--- config.mk ---
export PLATFORM = sky130hd
export DESIGN_NAME = bram_arbiter
export DESIGN_NICKNAME = d
export VERILOG_FILES = /design/src/rtl/bram_arbiter.sv
export SDC_FILE = /design/constraint.sdc
export NUM_CORES = 1
export LEC_CHECK = 0
export ABC_AREA = 0
export CORE_ASPECT_RATIO = 2
export CORE_MARGIN = 5
export CORE_UTILIZATION = 45
export CTS_CLUSTER_DIAMETER = 100
export DETAILED_ROUTE_END_ITERATION = 6
export PLACE_DENSITY = 0.91
export SLEW_MARGIN = 20
export SYNTH_ARGS = -nofsm -noshare
export SYNTH_HDL_FRONTEND = slang
export SYNTH_SLANG_ARGS = --single-unit
--- constraint.sdc ---
create_clock -name clk -period 3.38 [get_ports clk]
set_input_delay 0.338 -clock clk [delete_from_list [all_inputs] [get_ports clk]]
set_output_delay 0.338 -clock clk [all_outputs]
set_load 0.03 [all_outputs]
--- src/rtl/bram_arbiter.sv ---
// Two-port round-robin arbiter (CPU read/write, video read-only) in front of one block RAM.
// Ack arrives two cycles after the granting edge; a waiting port simply holds req until IDLE.
module bram_arbiter #(
    parameter logic [15:0] MEM_TOP = 16'hEFFF
) (
    input  logic        clk,
    input  logic        rst_n,
    input  logic        a_req,
    input  logic        a_we,
    input  logic [15:0] a_addr,
    input  logic [15:0] a_wdata,
    output logic        a_ack,
    output logic        a_err,
    output logic [15:0] a_rdata,
    input  logic        b_req,
    input  logic [15:0] b_addr,
    output logic        b_ack,
    output logic [15:0] b_rdata,
    output logic [15:0] mem_addr,
    output logic        mem_cs_n,
    output logic        mem_wr_n,
    output logic        mem_rd_n,
    output logic [15:0] mem_wdata,
    input  logic [15:0] mem_rdata
);

    typedef enum logic [1:0] {
        IDLE   = 2'd0,
        ACCESS = 2'd1,
        WAIT   = 2'd2
    } state_t;

    state_t      state;
    logic        last_b;
    logic        gnt_b;
    logic        lat_we;
    logic        lat_oor;

    logic        a_elig;
    logic        b_elig;
    logic        pick_b;
    logic [15:0] sel_addr;
    logic        sel_we;
    logic        sel_oor;
    logic [15:0] resp_dat;

    // A port that is being acked this cycle is not eligible, which is what
    // makes a continuously requesting pair alternate instead of double-granting.
    assign a_elig   = a_req & ~a_ack;
    assign b_elig   = b_req & ~b_ack;
    assign pick_b   = b_elig & (~a_elig | ~last_b);
    assign sel_addr = pick_b ? b_addr : a_addr;
    assign sel_we   = ~pick_b & a_we;
    assign sel_oor  = (sel_addr > MEM_TOP);
    assign resp_dat = (lat_we | lat_oor) ? 16'h0000 : mem_rdata;

    always_ff @(posedge clk or negedge rst_n) begin
        if (!rst_n) begin
            state     <= IDLE;
            last_b    <= 1'b1;
            gnt_b     <= 1'b0;
            lat_we    <= 1'b0;
            lat_oor   <= 1'b0;
            mem_addr  <= 16'h0000;
            mem_wdata <= 16'h0000;
            mem_cs_n  <= 1'b1;
            mem_wr_n  <= 1'b1;
            mem_rd_n  <= 1'b1;
            a_ack     <= 1'b0;
            b_ack     <= 1'b0;
            a_err     <= 1'b0;
            a_rdata   <= 16'h0000;
            b_rdata   <= 16'h0000;
        end else begin
            a_ack <= 1'b0;
            b_ack <= 1'b0;
            a_err <= 1'b0;
            case (state)
                IDLE: begin
                    if (a_elig | b_elig) begin
                        gnt_b    <= pick_b;
                        last_b   <= pick_b;
                        mem_addr <= sel_addr;
                        if (!pick_b) begin
                            mem_wdata <= a_wdata;
                        end
                        lat_we   <= sel_we;
                        lat_oor  <= sel_oor;
                        // Strobes are set here so they are registered and live only in ACCESS.
                        mem_cs_n <= sel_oor;
                        mem_wr_n <= sel_oor | ~sel_we;
                        mem_rd_n <= sel_oor | sel_we;
                        state    <= ACCESS;
                    end
                end
                ACCESS: begin
                    mem_cs_n <= 1'b1;
                    mem_wr_n <= 1'b1;
                    mem_rd_n <= 1'b1;
                    state    <= WAIT;
                end
                WAIT: begin
                    if (gnt_b) begin
                        b_ack   <= 1'b1;
                        b_rdata <= resp_dat;
                    end else begin
                        a_ack   <= 1'b1;
                        a_rdata <= resp_dat;
                        a_err   <= lat_oor;
                    end
                    state <= IDLE;
                end
                default: begin
                    mem_cs_n <= 1'b1;
                    mem_wr_n <= 1'b1;
                    mem_rd_n <= 1'b1;
                    state    <= IDLE;
                end
            endcase
        end
    end

endmodule

==> metrics.md, run 1 <==
| Metric | Value |
|---|---|
| Total global-route track usage | between 20% and 30% |
| First-pass GRT wire length | 14000 um |
| ANT cells | 0 |
| Std cell rows | 42 |
| Largest net degree at the start of global routing | 77 |
| DR vias/cell | around 5 |
| Synth Area in Compound Gates | 10.0% |
| Largest cells by area after synthesis | dfrtp_1 (58%), nand2_1 (6.2%), o21ai_0 (5.8%), mux2i_1 (5.2%), mux2_4 (4.4%) |
| Pleak | between 2 and 2.5 nW |
| Initial antenna violation count | 0 |
| CORE AREA | about 0.0067 sq mm |
| Inserted Clock Buffers | 9 |
| Worst-Margin Slew | 0.930 ns |
| Synthesized flop and latch total | 76 |
| Peak supply drop | about 0.00054 V |
| CTS Root Cell | clkbuf_16 |
| CTS tree | built |
| Aggregate global routing overflow | 0 |
| MaxCap Viol Count | 0 |
| Clk slew on worst S/H paths | approximately 0.060 ns |
| Register area share after synthesis | between 60% and 70% |
| Setup Skew | roughly 0.0062 ns |
| Largest family of logic cells by synthesized area | simple AND/OR/NAND/NOR gates |
| Adder-cell share of the synthesized area | 0% |
| Total negative setup slack | 0 ns |
| Input/output buffers | approximately 140 |
| CTS Buffer Depth | 2 |
| Synth Instances | 276 |
| DRT iter0 DRCs | between 200 and 250 |
| Final min period | between 1.5 and 2 ns |
| Drc violations | 0 |
| H-Tree Depth | 3 |
| Final period utilization | between 50% and 60% |
| Routed Wire Length | 9010 um |
| First-pass detailed-route iteration total | 4 |
| Crit path max-delay family | buffers and inverters |
| Gp weighted congestion | about 0.85 |
| R2R depth | 4 |
| # setup viols final | 0 |
| Worst r2r src | last_b |
| Setup repair bufs after CTS | 0 |
| R2R setup slack | between 1.5 and 2 ns |
| Die extent in y | between 100 and 150 um |
| Syn_area_per_cell | between 10 and 15 sq um |
| Die W | slightly below 70 um |
| IO Pins | approximately 140 |
| Simple-Gate Fraction of Synth Area | between 10% and 20% |
| CP max stage cell | clkdlybuf4s50_1 |
| Vias in the first global route | 2720 |
| R2R Path End | mem_wdata[6] |
| Critical path, cell by cell | clkdlybuf4s50_1, nand2b_1, a21oi_4, nand2_1, inv_2, and2_4, mux2_2 |
| RSZ-0062 raised after global routing | no |
| Fin nets | just under 500 |
| Placed Cells incl. Taps | 490 |
| Status | finished clean |
| Worst hold-check path type | input port to async pin |
| Vias | between 2000 and 3000 |
| Area delta synth->final | 55.7% |
| Largest area contributor in the netlist | dfrtp_1 |
| Final-layout fill cell count | around 440 |
| Worst slew margin relative to its limit | a little under two fifths |
| Yosys warns | 0 |
| Worst hold slack | ~0.16 ns |
| Fmax | roughly 530 MHz |
| Hold Vio Cnt, Final | 0 |
| Arr. time, crit path | roughly 2.1 ns |
| Most common cell after layout, fill and taps aside | clkdlybuf4s50_1 |
| Non-filler instance count after layout | 506 |
| Die footprint | about 0.0087 sq mm |
| Synth Area in XOR/XNOR | 0% |
| DRT antenna net count | 0 |
| Slew Viols, Final | 0 |
| Register area | 0.00191 sq mm |
| Distinct cell type count after synthesis | 30 |
| Resized cells post-CTS | 0 |
| Synth top area share | between 50% and 60% |
| Initial core utilization | 46.3% |
| CP Class | input port to register |
| Power per cell area | around 1100 mW/mm^2 |
| Layout cells sized above 1 | about a tenth |
| Clock latency on the worst-skew pair | roughly 0.32 ns |
| Multi-input logic area | 0.00108 sq mm |
| Cell Area, Synth | just over 0.003 sq mm |
| HPWL Detailed | about 6500 um |
| Crit path largest cell delay | about 0.54 ns |
| CP required | 3.58 ns |
| Multiplexer area fraction after synthesis | roughly an eighth |
| Post-Syn Nets | ~350 |
| Critical Path Fanout Max | 17 |
| Drt wl/cell | roughly 18 um |
| CP Capture Type | register |
| Hold Buf Count CTS | 0 |
| Final Core Density | 72.0% |
| Setup crit start kind | input port |
| CTS Sinks | 76 |
| Buf+Inv Stages, Crit Path | 2 |
| Most frequent cells in the layout | clkdlybuf4s50_1 (137), dfrtp_1 (72), nand2_1 (51), o21ai_0 (36) |
how the worst max path moves through the flow:
stage / to / start / depth (start not counted) / slack [ns]
finish: mem_wdata[6] / a_req / 7 / 1.50
global route: mem_wdata[6] / a_req / 7 / 1.43
CTS: b_rdata[6] / state[0] / 4 / 1.43
detailed placement: mem_wdata[6] / b_req / 7 / 1.25
global placement: mem_wdata[4] / b_req / 7 / 1.32
floorplan: mem_wdata[10] / a_ack / 8 / 1.57
stage by stage:
stage / setup WS (ns) / cell area (sq um) / power (mW)
4_1_cts: 1.43 / 4800 / 5.13
5_1_grt: 1.43 / 4810 / 5.36
3_3_place_gp: 1.32 / 4510 / 4.05
6_report: 1.50 / 4810 / 5.08
2_1_floorplan: 1.57 / 3090 / 3.10
3_5_place_dp: 1.25 / 4510 / 4.16
cells in the mapped netlist:
cell type / n
and4_1: 1
and3b_1: 1
dfrtp_1: 72
nand2b_4: 1
nor2_2: 1
nand3_1: 4
mux2_2: 7
o211a_1: 1
clkbuf_1: 10
nand2_1: 51
buf_12: 1
nor3_1: 3
mux2i_1: 16
and2b_1: 1
o31ai_1: 1
a21oi_4: 1
buf_2: 1
inv_1: 6
mux2_4: 9
buf_6: 2
dfstp_2: 4
o21ai_0: 36
inv_2: 2
nand3b_1: 1
nor2_1: 20
nand2b_1: 1
nor2b_1: 1
nand4_1: 1
a21oi_1: 19
and2_4: 1
cells by family after synthesis:
kind of cell           count (synthesis)
DFF                                   76
AOI/OAI and AO/OA                     58
buffers and inverters                 22
and+or+nand+nor                       88
muxes                                 32
state kept, by name (all words and copies together) (netlist names), 2 cells and up:
| register | flops |
|---|---|
| mem_wdata | 16 |
| mem_addr | 16 |
| state | 2 |
| a_rdata | 16 |
| b_rdata | 16 |
metal layers:
layer,share of wire [%],global-route usage (%)
met1,36,23.7
met2,54,37.2
met3,8.0,6.59
met4,2.0,8.09
met5,0,0
worst register-to-register path, cell delays in order, from the launching register on:
cell and delay (ns):
dfstp_2 0.56, nand3b_1 0.15, nand2_1 0.22, and2_4 0.37, mux2_2 0.40
report_power, final:
group          leakage [nW]  internal, mW  total (mW)  switching [mW]
sequential            0.930          1.34        1.59           0.247
clock                 0.141         0.591       0.923           0.332
combinational          1.02          1.06        2.57            1.51
total                  2.09          2.99        5.08            2.09
area by class of cell:
type	instances	share of cell area, %
timing repair buffer	140	29.0
multi-input combinational	178	22.4
clock buffer	14	5.28
sequential	76	39.7
tap	88	2.29
clock inverter	2	0.729
inverter	8	0.625
(Power assumes the default switching activity.)
==> inputs of run 2 (changes only) <==
CORE_UTILIZATION = 42   (was 45)
PLACE_DENSITY = 0.86   (was 0.91)
clock period = 1.75 ns   (was 3.38 ns; I/O delays follow)
==> metrics.md, run 2 (same netlist as run 1, synthesis figures left out) <==
| Metric | Value |
|---|---|
| Layout Cell Area excl Fill | 0.00491 sq mm (+2.2%) |
| Hold Vio Cnt, Final | 0 (unchanged) |
| Setup repair bufs after CTS | 0 (unchanged) |
| Crit path depth | 1 (-6) |
| Status | finished clean |
| First-pass detailed-route iteration total | 4 (unchanged) |
| First-pass GRT wire length | 13300 um (-5.0%) |
| Pre-CTS setup slack | -0.152 ns (-1.41 ns) |
| Worst slew margin relative to its limit | 75.1% (+37 points) |
| Drc violations | 0 (unchanged) |
| Critical path, cell by cell | clkdlybuf4s50_1 |
| Setup crit start kind | register |
| Initial antenna violation count | 0 (unchanged) |
| Total power | 9.76 mW (+92%) |
| Die footprint | 0.00927 sq mm (+6.3%) |
| Crit path max-delay family | buffers and inverters |
| Final min period | between 1.5 and 2 ns |
| Clock latency on the worst-skew pair | 0.32 ns (about the same) |
| Hold Buf Count CTS | 1 (+1) |
| DRT iter0 DRCs | 108 (-48%) |
| Arr. time, crit path | 1.53 ns (-0.55 ns) |
| Most frequent cells in the layout | clkdlybuf4s50_1 (137), dfrtp_1 (70), nand2_1 (50), o21ai_0 (36), nor2_1 (20) |
| Placed Instance Area | 0.00462 sq mm (+2.3%) |
| R2R depth | 6 (+2) |
| IO Pins | 139 (unchanged) |
| Largest net degree at the start of global routing | 43 (-44%) |
| Vias | 2576 (+0.12%) |
| CP Capture Type | output pin |
| Die extent in y | 131 um (+3.2%) |
| Final period utilization | between 90% and 100% |
| MaxCap Viol Count | 0 (unchanged) |
| Std cell rows | 44 (+4.8%) |
| Vias in the first global route | 2777 (+2.1%) |
| CTS Root Cell | clkbuf_16 |
| Clk slew on worst S/H paths | 0.05 ns (about the same) |
| Critical Path Fanout Max | 2 (-15) |
| CTS Buffer Depth | 2 (unchanged) |
| Gp weighted congestion | 0.774 (-8.6%) |
| Power per cell area | 1990 mW/mm^2 (+88%) |
| # setup viols final | 0 (unchanged) |
| Inserted Clock Buffers | 9 (unchanged) |
| Area delta synth->final | 59.1% |
| HPWL Detailed | 6390 um (-1.6%) |
| Slew Viols, Final | 0 (unchanged) |
| Crit path largest cell delay | 0.68 ns (+0.14 ns) |
| Peak supply drop | 0.00108 V (+100%) |
| Routed Wire Length | 8220 um (-8.8%) |
| Worst hold-check path type | input port to async pin |
| Die W | 70.6 um (+3.0%) |
| CTS Sinks | 76 (unchanged) |
| H-Tree Depth | 3 (unchanged) |
| DR vias/cell | 4.93 (-3.0%) |
| Aggregate global routing overflow | 0 (unchanged) |
| Final WS setup | 0.0447 ns (-1.45 ns) |
| CP Class | register to output pin |
| Worst-Margin Slew | 0.373 ns (-0.557 ns) |
| Most common cell after layout, fill and taps aside | clkdlybuf4s50_1 |
| Layout cells sized above 1 | 13.3% (+2.7 points) |
| CTS tree | built |
| CP required | 1.57 ns (-2.01 ns) |
| Worst r2r src | a_ack |
| Total global-route track usage | 18.0% (-3.4 points) |
| CORE AREA | 0.00721 sq mm (+8.1%) |
| Buf+Inv Stages, Crit Path | 1 (-1) |
| Input/output buffers | 138 (unchanged) |
| RSZ-0062 raised after global routing | no |
| Initial core utilization | 42.8% (-3.5 points) |
| Resized cells post-CTS | 0 (unchanged) |
| DRT antenna net count | 0 (unchanged) |
| Fin nets | 494 (+2.5%) |
| Fmax | about 590 MHz |
| Drt wl/cell | 15.7 um (-12%) |
| Setup Skew | 0.00471 ns (-0.00148 ns) |
| CP max stage cell | clkdlybuf4s50_1 |
| Final Core Density | 68.1% (-3.9 points) |
| Pleak | 2.15 nW (+2.7%) |
| CP startpoint | mem_rd_n |
| ANT cells | 0 (unchanged) |
run 2: changes by cell type in the layout (fill, tap and decap cells not counted), moves of 2 or more:
cell	before	now
clkbuf_8	1	3
dfrtp_2	0	2
nand3_1	2	4
nand3_2	2	0
buf_4	3	13
dfrtp_1	72	70
run 2: where the power goes:
| group | internal [mW] | switching [mW] | total, mW |
|---|---|---|---|
| sequential | 2.59 | 0.441 | 3.03 |
| clock | 1.08 | 0.639 | 1.71 |
| combinational | 2.14 | 2.87 | 5.01 |
run 2: layout make-up:
class                   instances  area (sq um)
well taps                      92           115
multi-input cells             178          1070
fillers                       552          2300
repair buffers                152          1500
inverters                       8          30.0
clock buffers                  15           278
flip-flops and latches         76          1910
clock inverters                 1          5.00
run 2: final timing paths:
check | to | slack, ns
worst max-delay path | mem_rd_n | 0.04
worst min-delay path | mem_addr[8] | 0.22
worst max register to register | mem_wdata[1] | 0.08
worst min register to register | a_rdata[13] | 0.48
max in group asynchronous | b_rdata[11] | 0.97
min in group clk | a_rdata[1] | 0.43
run 2: stage by stage:
stage / setup TNS [ns] / cells / hold WS [ns]
floorplan: 0 / 276 / -0.121
global placement: -0.982 / 505 / 0.00532
detailed placement: -2.14 / 505 / 0.00976
CTS: 0 / 522 / 0.212
global route: 0 / 522 / 0.220
finish: 0 / 522 / 0.224
run 2: routing by layer:
metal,GRT usage [%],up-vias,share of wire [%]
met1,18.6,1245,36
met3,4.74,10,5.8
met4,7.01,0,1.9
li1,-,1233,-
met5,0,-,0
met2,33.7,88,56
==> RTL change 1: new RTL, flow settings as in run 1 <==
The parameter `MEM_TOP` goes from 16'hEFFF to 16'h77FF.
--- a/src/rtl/bram_arbiter.sv
+++ b/src/rtl/bram_arbiter.sv
@@ -1,7 +1,7 @@
 // Two-port round-robin arbiter (CPU read/write, video read-only) in front of one block RAM.
 // Ack arrives two cycles after the granting edge; a waiting port simply holds req until IDLE.
 module bram_arbiter #(
-    parameter logic [15:0] MEM_TOP = 16'hEFFF
+    parameter logic [15:0] MEM_TOP = 16'h77FF
 ) (
     input  logic        clk,
     input  logic        rst_n,
Check against the original RTL: not equivalent (a bounded check fails within 4 cycles, from zero or initial values and one cycle with rst_n low).
==> RTL change 1 against run 1 <==
- synthesized cell count up 4.7%
- sequential cell count did not move
- clock skew is 0.82 ps lower
- power down 4.2%
- wire length shrank 8.1%
- cell area rose by 0.99%
- worst setup slack hardly changed
- area after synthesis rose by 0.53%
- non-clock buffer count increased by 2
- highest routed layer unchanged
==> RTL change 1: results (changes against run 1) <==
status -> complete, no violations (unchanged)
synth unique cells -> 29 (was 30)
Die Wd -> 68.7 um (was 68.6 um)
Routed wire per std cell -> 15.9 um (was 17.8 um)
RD Place Congestion -> 0.779 (was 0.846)
via count -> 2588 (was 2573)
Synth area leaders -> dfrtp_1 58%, nand2_1 9.7%, o21ai_0 5.3%, mux2_4 4.4%, dfstp_2 3.4% (was dfrtp_1 58%, nand2_1 6.2%, o21ai_0 5.8%, mux2i_1 5.2%, mux2_4 4.4%)
Max stage delay on crit path -> 680 ps (was 540 ps)
GR Util met2 -> 31.6% (was 37.2%)
first-pass GRT wire length -> 13000 um (was 14000 um)
final sequential cell count -> 76 (unchanged)
GRT Total Usage -> 19.7% (was 21.5%)
Leak -> 2.09 nW (about the same)
non-clock inverter count -> 5 (was 8)
buffering overhead -> 29.2% (was 29.0%)
fraction of area in multi-input gates -> 22.2% (was 22.4%)
area post-placement -> 4510 um^2 (about the same)
total length of routed met3 wires -> 1020 um (was 718 um)
multi-input gates -> 190 (was 178)
CP Max Fanout -> 2 (was 17)
Final HPWL DP -> 5840 um (was 6490 um)
syn nets -> 358 (was 345)
Max VDD drop -> 0.547 mV (was 0.535 mV)
fillers -> 503 (was 442)
Worst Skew -> 5.37 ps (was 6.19 ps)
nets@finish -> 493 (was 482)
clock buffers -> 13 (was 14)
pwr dens -> 1000 nW/um^2 (was 1060 nW/um^2)
sequential fraction of the synthesis area -> 61.5% (was 61.8%)
met3 Use GR -> 7.92% (was 6.59%)
vias in the first global route -> 2721 (was 2720)
Met2 Routed Length -> 3980 um (was 4910 um)
Post-synth top cells -> 80 x nand2_1, 72 x dfrtp_1, 33 x o21ai_0 (was 72 x dfrtp_1, 51 x nand2_1, 36 x o21ai_0)
# resized after CTS -> 0 (unchanged)
Rel. slew slack -> 37.9% (was 38.0%)
clock tree cell share of total cell area -> 6.65% (was 6.01%)
crit path DAT -> 1550 ps (was 2080 ps)
DRT met1 WL -> 3150 um (was 3200 um)
routing usage on met1 -> 23.1% (was 23.7%)
==> RTL change 1: cell types whose count changed after synthesis, sizes merged, moves of 3 or more <==
| cell | change |
|---|---|
| a211oi | +3 |
| a21oi | -16 |
| a31oi | +16 |
| inv | -3 |
| mux2i | -15 |
| nand2 | +29 |
| nand3 | -3 |
| o21ai | -3 |
==> RTL change 1: metrics by stage <==
stage / worst slack [ps] / hold WS (ps) / std cells / power (mW)
4_1_cts: 1440 / 181 / 518 / 4.91
3_5_place_dp: 1270 / 469 / 502 / 3.88
3_3_place_gp: 1330 / 461 / 502 / 3.80
2_1_floorplan: 1550 / 42.4 / 289 / 2.94
6_report: 1500 / 144 / 519 / 4.87
5_1_grt: 1460 / 238 / 519 / 5.14
==> RTL change 1: path summary, 6_finish.rpt <==
check                       startpoint          end  slack [ps]  cells after the start
min in group clk           b_rdata[10]  b_rdata[10]         470                      2
max in group asynchronous        rst_n   b_rdata[5]        2630                      1
setup reg to reg                 a_ack        gnt_b        1620                      4
setup / recovery              mem_rd_n     mem_rd_n        1500                      1
hold / removal                   rst_n  mem_addr[4]         140                      1
hold reg to reg            b_rdata[10]  b_rdata[10]         470                      2
==> RTL change 1: where the power goes <==
part / internal (mW) / switching (mW)
sequential: 1.30 / 0.219
combinational: 1.00 / 1.35
clock: 0.650 / 0.351
total: 2.95 / 1.92
==> RTL change 1: logic make-up after synthesis <==
family / after synthesis / synth area share (%)
buffers and inverters: 23 / 3.91
AND/OR/NAND/NOR: 111 / 15.2
AO/OA/AOI/OAI: 60 / 11.5
flip-flops: 76 / 61.5
multiplexers: 19 / 7.94
==> RTL change 2: new RTL, settings of run 1 <==
Made on the original files. Make the reset (`rst_n`) synchronous in one clocked block.
--- a/src/rtl/bram_arbiter.sv
+++ b/src/rtl/bram_arbiter.sv
@@ -54,7 +54,7 @@
     assign sel_oor  = (sel_addr > MEM_TOP);
     assign resp_dat = (lat_we | lat_oor) ? 16'h0000 : mem_rdata;
 
-    always_ff @(posedge clk or negedge rst_n) begin
+    always_ff @(posedge clk) begin
         if (!rst_n) begin
             state     <= IDLE;
             last_b    <= 1'b1;
Formal check against the unedited RTL: differs if rst_n is asserted again (counterexample within 4 cycles, from zero or initial values and one cycle with rst_n low); with rst_n held inactive, the same outputs for 10 cycles.
==> RTL change 2 against run 1 <==
- worst setup slack got worse by 67 ps
- non-clock buffer count increased by 1
- first-iteration DRC count decreased by 31%
- wire length decreased by 4.4%
- cell area decreased by 3.0%
- sequential cell count unchanged
- die area decreased by 3.3%
- area after synthesis decreased by 3.7%
- sequential share of layout area decreased by 7.0 points
Power is not compared: it rests on default switching activity, and its combinational part moved more than twofold at a synthesized area within 25%.
==> RTL change 2: results (changes against run 1) <==
status -> complete, no violations (unchanged)
largest net degree at the start of global routing -> 35 (was 77)
Vias/cell -> 5.13 (was 5.08)
n_diodes -> 0 (unchanged)
Num CTS Buffers -> 9 (unchanged)
placed cell count -> 537 (was 490)
Final HPWL DP -> 6090 um (was 6490 um)
Worst Skew -> 5.03 ps (was 6.19 ps)
Synth area leaders -> dfxtp_1 51%, nand2_1 8.3%, a21oi_1 6.1%, nand3_1 5.7%, mux2i_1 5.4% (was dfrtp_1 58%, nand2_1 6.2%, o21ai_0 5.8%, mux2i_1 5.2%, mux2_4 4.4%)
CTS clk-pin slew, worst paths -> 60 ps (about the same)
sequential fraction of the synthesis area -> 51.2% (was 61.8%)
Setup WS pre-CTS -> 1090 ps (was 1250 ps)
gr busiest metal -> met2 (unchanged)
IO Port Bufs -> 138 (unchanged)
routing usage on met1 -> 25.5% (was 23.7%)
initial antenna violation count -> 0 (unchanged)
Synth Flop Type -> dfxtp_1 (was dfrtp_1)
Post-synth top cells -> 76 x dfxtp_1, 66 x nand2_1, 36 x a21oi_1 (was 72 x dfrtp_1, 51 x nand2_1, 36 x o21ai_0)
worst min-delay path class -> reg -> reg (was in -> async)
Async S/R FF share, synth -> 0% (was 100%)
CP Max Fanout -> 16 (was 17)
Worst-Skew Late Latency -> 330 ps
nets@finish -> 529 (was 482)
Ys Warns -> 0 (unchanged)
worst-case clock buffer depth -> 2 (unchanged)
initial DRC count -> 144 (was 209)
CTS Root Cell -> clkbuf_16 (unchanged)
Final period util -> 57.7% (was 55.7%)
Rel. slew slack -> 45.2% (was 38.0%)
H-tree depth -> 3 (unchanged)
RD Place Congestion -> 0.722 (was 0.846)
met3 Use GR -> 8.57% (was 6.59%)
Worst R2R Setup Slack -> 1570 ps
first-pass GRT wire length -> 13400 um (was 14000 um)
Avg Inst Size Synth -> 8.87 um^2 (was 11.2 um^2)
Max VDD drop -> 0.415 mV
syn nets -> 404 (was 345)
fillers -> 523 (was 442)
Post-CTS Setup Inserts -> 0 (unchanged)
synth unique cells -> 35 (was 30)
area post-placement -> 4320 um^2 (was 4510 um^2)
GR Util met2 -> 31.1% (was 37.2%)
setup TNS -> 0 ps (unchanged)
Post-Route WL -> 8610 um (was 9010 um)
# resized after CTS -> 0 (unchanged)
Fin Hold WS -> 451 ps (was 159 ps)
Leak -> 1.69 nW
GRT Total Usage -> 20.5% (was 21.5%)
first-pass iteration count of the detailed router -> 5 (was 4)
layout cells sized above 1 -> 6.45% (was 10.5%)
final cell count without fillers -> 553 (was 506)
sw power -> 0.642 mW
==> RTL change 2: worst paths after layout <==
path                                      end  cells after the start  startpoint
worst max-delay path            mem_wdata[12]                      5       a_req
worst min-delay path               a_rdata[1]                      2  a_rdata[1]
worst max register to register  mem_wdata[12]                      4       a_ack
worst min register to register     a_rdata[1]                      2  a_rdata[1]
==> RTL change 2: per-layer routing <==
layer	wire (um)	vias up
met5	0	-
met4	82	0
met3	875	8
met2	4170	124
met1	3490	1303
li1	-	1401
==> RTL change 2: power groups by stage <==
stage	Sequential (mW)	Combinational (mW)	Clock, mW
2_1_floorplan	1.10	0.179	0
3_3_place_gp	1.01	0.463	0
3_5_place_dp	1.01	0.473	0
4_1_cts	0.989	0.476	1.07
5_1_grt	0.996	0.505	1.11
6_report	0.989	0.473	1.05
==> RTL change 2: area by class of cell <==
class                   instances  area (um^2)  area share, %
flip-flops and latches         76         1520           32.6
repair buffers                141         1400           30.1
multi-input cells             231         1290           27.6
clock buffers                  12          267           5.72
well taps                      88          110           2.36
clock inverters                 4         70.1           1.50
inverters                       1         3.75         0.0805
==> RTL change 2: kinds of logic after synthesis <==
| group | synth area share [%] |
|---|---|
| AND/OR/NAND/NOR | 21.1 |
| buffers and inverters | 5.98 |
| flip-flops | 51.2 |
| AO/OA/AOI/OAI | 15.9 |
| multiplexers | 5.77 |
==> RTL change 2: critical path, cell delays in order <==
cell             delay (ps)
clkdlybuf4s50_1         540
and2b_4                 200
o211a_1                 690
mux2i_1                 290
nor2_1                   70
